## src/rtl/image_stream_pkg.sv

```systemverilog
// rtl/image_stream_pkg.sv - shared types and constants for the pixel stream sink
package image_stream_pkg;

    typedef enum logic [1:0] {
        IDLE = 2'd0,
        RECV = 2'd1,
        DONE = 2'd2
    } rx_state_t;

    localparam int ERR_NO_SOF    = 0;
    localparam int ERR_EARLY_EOL = 1;
    localparam int ERR_LATE_EOL  = 2;
    localparam int ERR_MID_SOF   = 3;

    localparam int SUM_BITWIDTH  = 32;

endpackage

```

## src/rtl/raster_counter.sv

```systemverilog
// rtl/raster_counter.sv - column/row position tracker for one raster frame
module raster_counter #(
    parameter int WIDTH  = -1,
    parameter int HEIGHT = -1,
    localparam int COL_BITS = (WIDTH > 2) ? $clog2(WIDTH) : 1,
    localparam int ROW_BITS = (HEIGHT > 2) ? $clog2(HEIGHT) : 1
) (
    input  logic                clk,
    input  logic                n_rst,
    input  logic                advance,
    input  logic                restart,
    input  logic                force_eol,
    output logic [COL_BITS-1:0] col,
    output logic [ROW_BITS-1:0] row,
    output logic                line_end,
    output logic                frame_end
);

    localparam logic [COL_BITS-1:0] LAST_COL = COL_BITS'(WIDTH - 1);
    localparam logic [ROW_BITS-1:0] LAST_ROW = ROW_BITS'(HEIGHT - 1);

    // A restart beat is pixel (0,0), so only an explicit tlast can end its line.
    assign line_end  = restart ? force_eol : (force_eol | (col == LAST_COL));
    assign frame_end = !restart & line_end & (row == LAST_ROW);

    // Position update per accepted pixel; wraps to (0,0) after the last line.
    always_ff @(posedge clk or negedge n_rst) begin
        if (!n_rst) begin
            col <= '0;
            row <= '0;
        end else if (advance) begin
            if (restart) begin
                col <= force_eol ? COL_BITS'(0) : COL_BITS'(1);
                row <= force_eol ? ROW_BITS'(1) : ROW_BITS'(0);
            end else if (frame_end) begin
                col <= '0;
                row <= '0;
            end else if (line_end) begin
                col <= '0;
                row <= row + ROW_BITS'(1);
            end else begin
                col <= col + COL_BITS'(1);
            end
        end
    end

endmodule

```

## src/rtl/image_receiver.sv

```systemverilog
// rtl/image_receiver.sv - raster frame sink with checksum, frame count and sticky error flags
module image_receiver
    import image_stream_pkg::*;
#(
    parameter int WIDTH          = -1,
    parameter int HEIGHT         = -1,
    parameter int PIXEL_BITWIDTH = 24
) (
    input  logic                      clk,
    input  logic                      n_rst,
    input  logic [PIXEL_BITWIDTH-1:0] i_axis_tdata,
    input  logic                      i_axis_tlast,
    input  logic                      i_axis_tuser,
    input  logic                      i_axis_tvalid,
    output logic                      o_axis_ready,
    input  logic                      i_ready_en,
    input  logic                      i_clear,
    output logic                      o_busy,
    output logic                      o_frame_done,
    output logic [SUM_BITWIDTH-1:0]   o_frame_sum,
    output logic [15:0]               o_frame_count,
    output logic [3:0]                o_err
);

    localparam int COL_BITS = (WIDTH > 2) ? $clog2(WIDTH) : 1;
    localparam int ROW_BITS = (HEIGHT > 2) ? $clog2(HEIGHT) : 1;
    localparam logic [COL_BITS-1:0] LAST_COL = COL_BITS'(WIDTH - 1);

    rx_state_t               state;
    logic [SUM_BITWIDTH-1:0] sum;
    logic [SUM_BITWIDTH-1:0] pixel;
    logic [SUM_BITWIDTH-1:0] sum_next;
    logic [COL_BITS-1:0]     col;
    logic [ROW_BITS-1:0]     row;
    logic                    line_end;
    logic                    frame_end;
    logic                    beat;
    logic                    advance;
    logic [3:0]              err_set;

    // Ready is held low during reset and for the single DONE cycle.
    assign o_axis_ready = n_rst & i_ready_en & (state != DONE);
    assign o_busy       = (state == RECV);
    assign beat         = i_axis_tvalid & o_axis_ready;
    assign advance      = beat & (((state == IDLE) & i_axis_tuser) | (state == RECV));

    assign pixel        = SUM_BITWIDTH'(i_axis_tdata);
    assign sum_next     = ((state == RECV) && !i_axis_tuser) ? sum + pixel : pixel;

    raster_counter #(
        .WIDTH  (WIDTH),
        .HEIGHT (HEIGHT)
    ) u_raster (
        .clk       (clk),
        .n_rst     (n_rst),
        .advance   (advance),
        .restart   (i_axis_tuser),
        .force_eol (i_axis_tlast),
        .col       (col),
        .row       (row),
        .line_end  (line_end),
        .frame_end (frame_end)
    );

    // Protocol violations detected on the current beat.
    always_comb begin
        err_set                = '0;
        err_set[ERR_NO_SOF]    = beat & (state == IDLE) & !i_axis_tuser;
        err_set[ERR_EARLY_EOL] = advance & i_axis_tlast & (i_axis_tuser | (col != LAST_COL));
        err_set[ERR_LATE_EOL]  = advance & !i_axis_tuser & !i_axis_tlast & (col == LAST_COL);
        err_set[ERR_MID_SOF]   = beat & (state == RECV) & i_axis_tuser;
    end

    // Frame FSM with checksum, completion reporting and sticky error flags.
    always_ff @(posedge clk or negedge n_rst) begin
        if (!n_rst) begin
            state         <= IDLE;
            sum           <= '0;
            o_frame_done  <= 1'b0;
            o_frame_sum   <= '0;
            o_frame_count <= '0;
            o_err         <= '0;
        end else begin
            o_err        <= (i_clear ? 4'b0 : o_err) | err_set;
            o_frame_done <= 1'b0;
            case (state)
                IDLE: begin
                    if (beat && i_axis_tuser) begin
                        sum   <= pixel;
                        state <= RECV;
                    end
                end
                RECV: begin
                    if (beat) begin
                        sum <= sum_next;
                        if (frame_end) begin
                            state         <= DONE;
                            o_frame_done  <= 1'b1;
                            o_frame_sum   <= sum_next;
                            o_frame_count <= o_frame_count + 16'd1;
                        end
                    end
                end
                DONE:    state <= IDLE;
                default: state <= IDLE;
            endcase
        end
    end

    // Between frames the raster position must be parked at (0,0).
    assert property (@(posedge clk) disable iff (!n_rst)
        (state != IDLE) || ((col == '0) && (row == '0)));

    // The raster tracker reports line ends to the FSM only through frame_end.
    logic unused_line_end;
    assign unused_line_end = line_end;

endmodule

```

## config.mk

```make
export PLATFORM = sky130hd
export DESIGN_NAME = image_receiver
export DESIGN_NICKNAME = d
export VERILOG_FILES = /design/src/rtl/image_stream_pkg.sv /design/src/rtl/raster_counter.sv /design/src/rtl/image_receiver.sv
export SDC_FILE = /design/constraint.sdc
export NUM_CORES = 1
export LEC_CHECK = 0
export BUFFER_PORTS_ARGS = -buffer_cell sky130_fd_sc_hd__buf_2
export CAP_MARGIN = 20
export CORE_ASPECT_RATIO = 2
export CORE_MARGIN = 4
export CORE_UTILIZATION = 29
export CTS_CLUSTER_SIZE = 25
export DETAILED_ROUTE_END_ITERATION = 10
export GPL_ROUTABILITY_DRIVEN = 0
export SYNTH_ARGS = -nofsm -noshare
export SYNTH_HDL_FRONTEND = slang
export SYNTH_SLANG_ARGS = --single-unit
```

## constraint.sdc

```tcl
create_clock -name clk -period 3 [get_ports clk]
set_input_delay 0.3 -clock clk [delete_from_list [all_inputs] [get_ports clk]]
set_output_delay 0.3 -clock clk [all_outputs]
set_load 0.01 [all_outputs]
```

**Word-level counts from Yosys, hierarchy flattened**

Index checks and enable logic that the tools add are counted.

- $add $sub $neg: 4
- Equality and inequality tests: 5
- Mux-type cells: 21
- Bitwise logic cells: 22
- Reduce and logical (&&, ||, !) cells: 11

Operators with widths:

| kind | count |
|---|---|
| $mux 32 | 3 |
| $pmux 32 s2 | 1 |
| $add 32x24->32 | 1 |
| $add 16x1->16 const B | 1 |
| $and 1x1->1 | 16 |
| $mux 1 | 12 |
| $reduce_and 3->1 | 3 |
| $mux 2 | 3 |
| $ne 2x1->1 const B | 3 |
| $mux 4 | 1 |
| $or 4x4->4 | 1 |
| $pmux 2 s2 | 1 |
| $or 1x1->1 | 3 |
| $reduce_bool 3->1 | 1 |
| $add 1x1->1 const B | 2 |
| $eq 2x1->1 const B | 1 |
| $logic_and 1x1->1 | 2 |
| $logic_not 1->1 | 2 |
| $logic_not 2->1 | 1 |
| $ne 2x2->1 const B | 1 |
| $not 1->1 | 2 |
| $reduce_and 2->1 | 1 |
| $reduce_bool 2->1 | 1 |

- Flip-flop bits (word level): 89
- Input bits: 31
- Output and inout port bits: 55

**Longest topological paths before layout**

Gate-level depths: netlist of run 1.

- Depth in word-level cells: 8
- Depth in mapped cells: 11

**Hierarchy**

A second synthesis of run 1 with hierarchy kept.

- Cells, all modules: 577
- Area, all modules: 5302.6 um^2

By module, submodules not included:

| module | instances | cells an instance | area an instance (um^2) | seq. area each (um^2) |
|---|---|---|---|---|
| image_receiver | 1 | 565 | 5191.2 | 2177.1 |
| raster_counter | 1 | 12 | 111.4 | 50.0 |

**Least setup slack after synthesis of run 1**

OpenSTA, ideal clock, no wires.

- Path kind: register to register
- From: register sum[0]
- To: register o_frame_sum[30]
- Library setup time: 0.135 ns
- Arrival time: 2.613 ns
- Slack: 0.252 ns
- Stages on the path, launching flop included: 11
- Buffers on the path: 0
- Cell sequence: dfrtp_1 ha_1 fa_1 a21o_1 a221o_1 a31oi_2 o31a_1 nor4_4 o21ai_0 xor2_1 o21ai_0

- Word-level cells in the longest chain between the ends: 2

Ends and longest elaborated chain:

| element | line | text |
|---|---|---|
| start: declaration | image_receiver.sv:30 | `logic [SUM_BITWIDTH-1:0] sum;` |
| start signal: assignment | image_receiver.sv:89 | `sum <= pixel;` |
| start signal: assignment | image_receiver.sv:95 | `sum <= sum_next;` |
| $add 32x24->32 | image_receiver.sv:48 | `assign sum_next = ((state == RECV) && !i_axis_tuser) ? sum + pixel : pixel;` |
| $mux 32 | image_receiver.sv:48 |  |
| end signal: assignment | image_receiver.sv:99 | `o_frame_sum <= sum_next;` |
| end: declaration | image_receiver.sv:20 | `output logic [SUM_BITWIDTH-1:0] o_frame_sum,` |

No other way between the ends.
A chain may end at the register's enable or synchronous reset.

**Final worst setup path of run 1**

- From: register sum[0]
- To: register o_frame_sum[28]

Same word-level chain as after synthesis.

==> key figures, run 1 <==
Logic synthesis
  – Yosys top cell area share: 0.443
  – Synth Area in Simple Gates: 0.183
  – Cell taking the most area after synthesis: dfrtp_1
  – Sequential area share after synthesis: 0.443
  – Synth Area in Adders: 0.0662
  – Post-synth EDFFs: 0
  – Ys async rst share: 1.00
  – Cells taking the most area after synthesis: dfrtp_1 (44%), nand2_1 (7.9%), ha_1 (6.2%)
  – Synthesized area per cell: ~9 um^2
  – Cell count after synthesis: ~560
  – Largest family of logic cells by synthesized area: compound AO/OA/AOI/OAI gates
  – Synth unique cells: 60
  – Post-Syn Nets: slightly above 600
  – XOR/XNOR Fraction of Synth Area: 0.0696
  – Mux contribution to synthesized area: 0.00199
  – Top FF cell, synth: dfrtp_1
  – Synth Register Bits: 89
  – Ys Warns: 0
  – Compound-Gate Fraction of Synth Area: 0.212
  – Cell Area, Synth: ~5000 um^2

Floorplan
  – Initial core utilization: 0.297
  – Die Area: ~20,000 um^2
  – Die H: a little under 200 um
  – Top Ports: 86
  – Die Width: ~100 um
  – Placement row count: 67
  – Core ar.: roughly 17,000 um^2

STA
  – Tcrit/Tclk final: 0.939
  – Slew @ Worst Pin: approximately 1000 ps
  – Pins Over Slew Limit: 0
  – WHS: -7.62 ps
  – Setup TNS: 0 ps
  – Slew margin rel.: 0.333
  – Hold Vio Cnt, Final: 22
  – Clk_skew: roughly 13 ps
  – Minimum clock period: 2820 ps
  – Final setup vio count: 0
  – RSZ-0062 raised after global routing: no
  – Fmax: 355 MHz

Clock tree
  – CTS resizes: 0
  – CTS tree: yes
  – CTS Sinks: between 80 and 90
  – Root Driver: clkbuf_16
  – Clock transition at path regs: about 70 ps
  – # Post-CTS Setup Buffers: 0
  – Worst-Skew Late Latency: ~360 ps
  – Hold-fix buffers, CTS: 0
  – Number of H-tree levels: 3
  – CTS Buffer Depth: 2
  – CTS Buf Count: 9

Worst setup path
  – Crit end category: register
  – Critical Path AT: roughly 3000 ps
  – Crit. Startpoint: sum[0]
  – Cells along the critical path: ha_1, fa_1, a21o_1, a221o_1, a31oi_2, o31a_1, nor4_4, o21ai_1, xor2_1, o21ai_0
  – Reg2Reg Setup Slack: ~180 ps
  – Kind of critical path: reg -> reg
  – Max FO, Critical Path: 5
  – Critical path's slowest cell: fa_1
  – Slowest stage delay, CP: 420 ps
  – Req. time, crit path: roughly 3200 ps
  – Reg-to-Reg Start: sum[0]
  – CP Launch Type: register

Run
  – Max Cap Viol: 0

Pwr
  – Combinational power share: 0.444
  – Flop pwr share: 0.338
  – Peak supply drop: 267 uV
  – Pwr dens: ~850 nW/um^2
  – Sw Ratio: 0.404
  – Power Internal: a little over 3000 uW
  – Psw: between 2000 and 2500 uW
  – Clock power frac: 0.218
  – Lkg Pwr: 0.00295 uW

Final layout
  – Nets: 700
  – Commonest cells after routing, fill and taps aside: nand2_1 (106), dfrtp_1 (89), buf_2 (84)
  – Commonest non-fill, non-tap cell in the layout: nand2_1
  – Fraction of layout cells with a size suffix above 1: 0.207
  – Area grow syn2layout: 20.2%
  – Fill count: between 1,500 and 2,000

Global routing
  – Vias in the first global route: around 4,600
  – Overflow after GRT: 0
  – GRT Total Usage: 0.154
  – Global-route wire length before repair: approximately 24,000 um
  – Initial antenna violation count: 2
  – Largest net degree at the start of global routing: 70

Route
  – Starting DRC count in detailed routing: approximately 150
  – DR vias/cell: approximately 5
  – Post-route ant nets: 0
  – Drc violations: 0
  – WL per Instance: between 15 and 20 um
  – DRT Pass-1 Iters: 6
  – Via count: 4,343
  – Drt total wl: approximately 14,000 um

Place
  – IO buf count: 85
  – Detailed Place HPWL: about 11,000 um

Hold path
  – Class of the worst hold path: in -> async

Run status
  – Violated checks: hold timing
  – Status: finished with violations
cell type report:
class                   instances  area (um^2)  share of cell area
repair buffers                 99          533              0.0881
inverters                       7         27.5             0.00455
clock buffers                  11          253              0.0418
diodes                          2         5.00            0.000828
well taps                     207          259              0.0428
multi-input cells             437         2700               0.447
flip-flops and latches         89         2230               0.368
clock inverters                 5         38.8             0.00641
kinds of logic (layout without fill, tap and decap cells):
logic type      Yosys count  after routing
buf+inv                  31            122
flops                    89             89
mux                       1              1
simple gates            201            201
compound gates          169            169
xor+xnor                 40             40
fa+ha+maj                26             26
other cells               0              2
cells in the mapped netlist, types with 3 or more instances:
| cell | instances |
|---|---|
| o31ai_1 | 6 |
| nor2_1 | 38 |
| xor2_1 | 17 |
| a211oi_1 | 7 |
| o211ai_1 | 4 |
| dfrtp_1 | 89 |
| inv_1 | 6 |
| and3_1 | 10 |
| a21oi_1 | 34 |
| o311ai_0 | 3 |
| o21ai_1 | 3 |
| nor3_1 | 4 |
| a31oi_1 | 6 |
| o21ai_0 | 61 |
| nand4_1 | 6 |
| or3_1 | 4 |
| nand2_1 | 106 |
| ha_1 | 25 |
| nand3_1 | 15 |
| a21o_1 | 15 |
| a22oi_1 | 3 |
| o21bai_1 | 5 |
| xnor2_1 | 23 |
| clkbuf_1 | 22 |
path summary, 6_finish.rpt:
path | endpoint | cells after the start
min reg2reg | o_frame_count[15] | 1
min | o_frame_sum[12] | 2
min in group clk | o_err[2] | 2
max | o_frame_sum[28] | 10
max in group asynchronous | u_raster.col | 3
max reg2reg | o_frame_sum[28] | 10
per-stage QoR:
stage | setup slack (ps) | cell area, um^2 | instances | utilization | total power (uW)
finish | 182 | 6050 | 857 | 0.357 | 5120
global placement | 118 | 5740 | 839 | 0.339 | 4010
CTS | 136 | 6030 | 855 | 0.356 | 5180
global route | 19.7 | 6050 | 857 | 0.357 | 5530
detailed placement | 94.7 | 5740 | 839 | 0.339 | 4040
floorplan | 252 | 5030 | 557 | - | 3260
power by group through the flow:
| stage | Clock, uW | Sequential [uW] | Combinational [uW] |
|---|---|---|---|
| final | 1120 | 1730 | 2270 |
| after floorplan | 0 | 1790 | 1480 |
| after global routing | 1200 | 1780 | 2550 |
| after global placement | 0 | 1750 | 2270 |
| after detailed placement | 0 | 1750 | 2290 |
| after CTS | 1150 | 1730 | 2300 |
critical path: cells and delay by family, from the launching register on:
| kind | cells | cell delay [ps] |
|---|---|---|
| AND/OR/NAND/NOR | 1 | 80 |
| AO/OA/AOI/OAI | 6 | 1400 |
| adder cells (fa/ha/maj) | 2 | 640 |
| flip-flops | 1 | 380 |
| XOR/XNOR | 1 | 170 |
sequential cells by signal (all words and copies together), names as in the netlist:
| register | count |
|---|---|
| sum | 32 |
| u_raster.col | 1 |
| o_frame_sum | 32 |
| u_raster.row | 1 |
| o_err | 4 |
| state | 2 |
| o_frame_count | 16 |
| o_frame_done | 1 |
metal layers:
metal	up-vias	routed length, um	track usage	part of all wire
li1	2163	-	-	-
met1	2085	5420	0.162	0.37
met2	75	8190	0.286	0.57
met3	20	392	0.0238	0.027
met4	0	473	0.0794	0.033
met5	-	0	0	0
(Power assumes the default switching activity.)
==> inputs of run 2 (changes only) <==
- SYNTH_HIERARCHICAL: not set -> 1
==> run 2 against run 1 <==
Against the previous run:
- critical path depth is the same
- critical endpoint is now o_frame_sum[24]
- the run now ends clean
- via count grew 4.4%
- worst hold slack better by 100 ps
- sequential power is 5% higher
- first-iteration DRC count is 9.5% lower
- highest routed layer unchanged
- clock skew hardly changed
- register-to-register slack barely moved
==> key figures, run 2 <==
Worst setup path
  – CP Launch Type: register
  – Crit end category: register
  – Reg-to-Reg Start: sum[14]
  – Reg2Reg Setup Slack: 180 ps (about the same)
  – RR Endpoint: o_frame_sum[24]
  – Req. time, crit path: 3210 ps (about the same)
  – R2R cell count: 10 (unchanged)
  – Kind of critical path: reg -> reg
  – Crit. Startpoint: sum[14]
  – Max FO, Critical Path: 11 (+6)
  – Critical Path AT: 3030 ps (about the same)

Final layout
  – Largest registers: o_frame_sum: 32 flops, sum: 32 flops, o_frame_count: 16 flops
  – Fraction of layout cells with a size suffix above 1: 0.210 (+0.00286)
  – Commonest non-fill, non-tap cell in the layout: dfrtp_1
  – Final Core Density: 0.351 (-0.00570)
  – Commonest cells after routing, fill and taps aside: dfrtp_1 (89), buf_2 (84), nand2_1 (81)
  – Post-Layout Cell Count: 876 (+2.2%)
  – Nets: 716 (+2.3%)
  – Antenna cells: 0 (-2)
  – Fill count: 1,860 (+2.0%)
  – Area grow syn2layout: 18.6%

Pwr
  – Lkg Pwr: 0.00302 uW (+2.3%)
  – Pwr dens: 918 nW/um^2 (+8.5%)
  – Peak supply drop: 300 uV (+12%)
  – Tot Pwr: 5770 uW (+13%)

Clock tree
  – Worst-Skew Late Latency: 350 ps (about the same)
  – Clock transition at path regs: 70 ps (about the same)
  – Hold-fix buffers, CTS: 0 (unchanged)
  – CTS Buffer Depth: 2 (unchanged)
  – Root Driver: clkbuf_16
  – # Post-CTS Setup Buffers: 0 (unchanged)
  – Number of H-tree levels: 3 (unchanged)
  – CTS Buf Count: 9 (unchanged)
  – CTS tree: yes
  – CTS Sinks: 89 (unchanged)
  – CTS resizes: 0 (unchanged)

STA
  – Fmax: 355 MHz (about the same)
  – Minimum clock period: 2820 ps (-1.27 ps)
  – Pins Over Slew Limit: 0 (unchanged)
  – Slew margin rel.: 0.442 (+0.109)
  – Clk_skew: 13.5 ps (+0.394 ps)
  – Hold Vio Cnt, Final: 0 (-100%)
  – RSZ-0062 raised after global routing: no
  – Slew @ Worst Pin: 837 ps (-163 ps)
  – Tcrit/Tclk final: 0.939 (about the same)
  – Worst Setup Slack, final: 183 ps (+1.27 ps)
  – Final setup vio count: 0 (unchanged)
  – Setup TNS: 0 ps (unchanged)

Logic synthesis
  – Synthesized area per cell: 9.19 um^2 (+1.8%)
  – Cell Area, Synth: 5300 um^2 (+5.2%)
  – Post-Syn Nets: 633 (+3.1%)
  – Ys Warns: 6 (+6)
  – Cell count after synthesis: 576 (+3.4%)

Route
  – Via count: 4,532 (+4.4%)
  – DR vias/cell: 5.17 (+2.1%)
  – WL per Instance: 16.7 um (-1.1%)
  – Drc violations: 0 (unchanged)
  – Starting DRC count in detailed routing: 133 (-9.5%)
  – DRT Pass-1 Iters: 4 (-2)
  – Post-route ant nets: 0 (unchanged)
  – Drt total wl: 14,600 um (+1.1%)

Global routing
  – Vias in the first global route: 4,729 (+2.5%)
  – Overflow after GRT: 0 (unchanged)
  – Top Usage Layer GRT: met2
  – Initial antenna violation count: 0 (-2)
  – Largest net degree at the start of global routing: 51 (-27%)
  – Met1 usage: 0.159 (-0.00256)
  – GRT Total Usage: 0.146 (-0.00841)
  – Met3 global-route usage: 0.0249 (+0.00113)
  – Global-route wire length before repair: 24,200 um (+2.2%)
  – GR Util met2: 0.271 (-0.0148)

Floorplan
  – Die Width: 104 um (+2.4%)
  – Initial core utilization: 0.296 (-0.000807)
  – Core ar.: 17,900 um^2 (+5.5%)
  – Placement row count: 69 (+3.0%)
  – Die H: 199 um (+2.5%)
  – Top Ports: 86 (unchanged)
  – Die Area: 20,600 um^2 (+4.9%)

Run status
  – Status: finished clean

Place
  – IO buf count: 85 (unchanged)
  – Detailed Place HPWL: 11,100 um (+2.2%)
  – Placed Cells: 861 (+2.6%)
  – Pre-CTS setup slack: 145 ps (+50.1 ps)

Run
  – Max Cap Viol: 0 (unchanged)

Hold path
  – Class of the worst hold path: in -> async
[run 2: worst max path at each step]
stage	endpoint	slack [ps]	depth (start not counted)
detailed placement	o_frame_sum[24]	140	11
CTS	o_frame_sum[24]	190	10
global route	o_frame_sum[27]	40	9
global placement	o_frame_sum[24]	140	11
finish	o_frame_sum[24]	180	10
floorplan	o_frame_sum[26]	450	11
[run 2: layout make-up]
cell class	instances	area, um^2	share of cell area
Clock buffer	10	239	0.0381
Multi-Input combinational cell	443	2890	0.460
Timing Repair Buffer	98	526	0.0837
Tap cell	213	267	0.0424
Inverter	18	67.6	0.0108
Clock inverter	5	62.6	0.00996
Sequential cell	89	2230	0.355
[run 2: power breakdown]
group | leakage (uW) | internal (uW) | total (uW) | switching [uW]
logic | 0.00172 | 1140 | 2770 | 1630
registers | 0.00116 | 1570 | 1810 | 247
clock network | 0.000142 | 671 | 1190 | 516
total | 0.00302 | 3380 | 5770 | 2390
[run 2: layer usage]
metal	routed length, um	share of wire
met1	5680	0.39
met2	8010	0.55
met3	455	0.031
met4	480	0.033
met5	0	0
[run 2: through the flow]
step	hold WS [ps]	area [um^2]
floorplan	4.41	5300
global placement	458	5980
detailed placement	461	5980
CTS	139	6280
global route	168	6280
finish	96.4	6280
[run 2: worst max-delay path, stage by stage (launching register included)]
cell,delay [ps]
dfrtp_1,390
ha_1,380
a21oi_1,290
nand2_1,120
or4_1,430
a21oi_2,240
o31ai_4,140
a311oi_2,270
buf_4,200
xnor2_1,140
o31ai_2,70
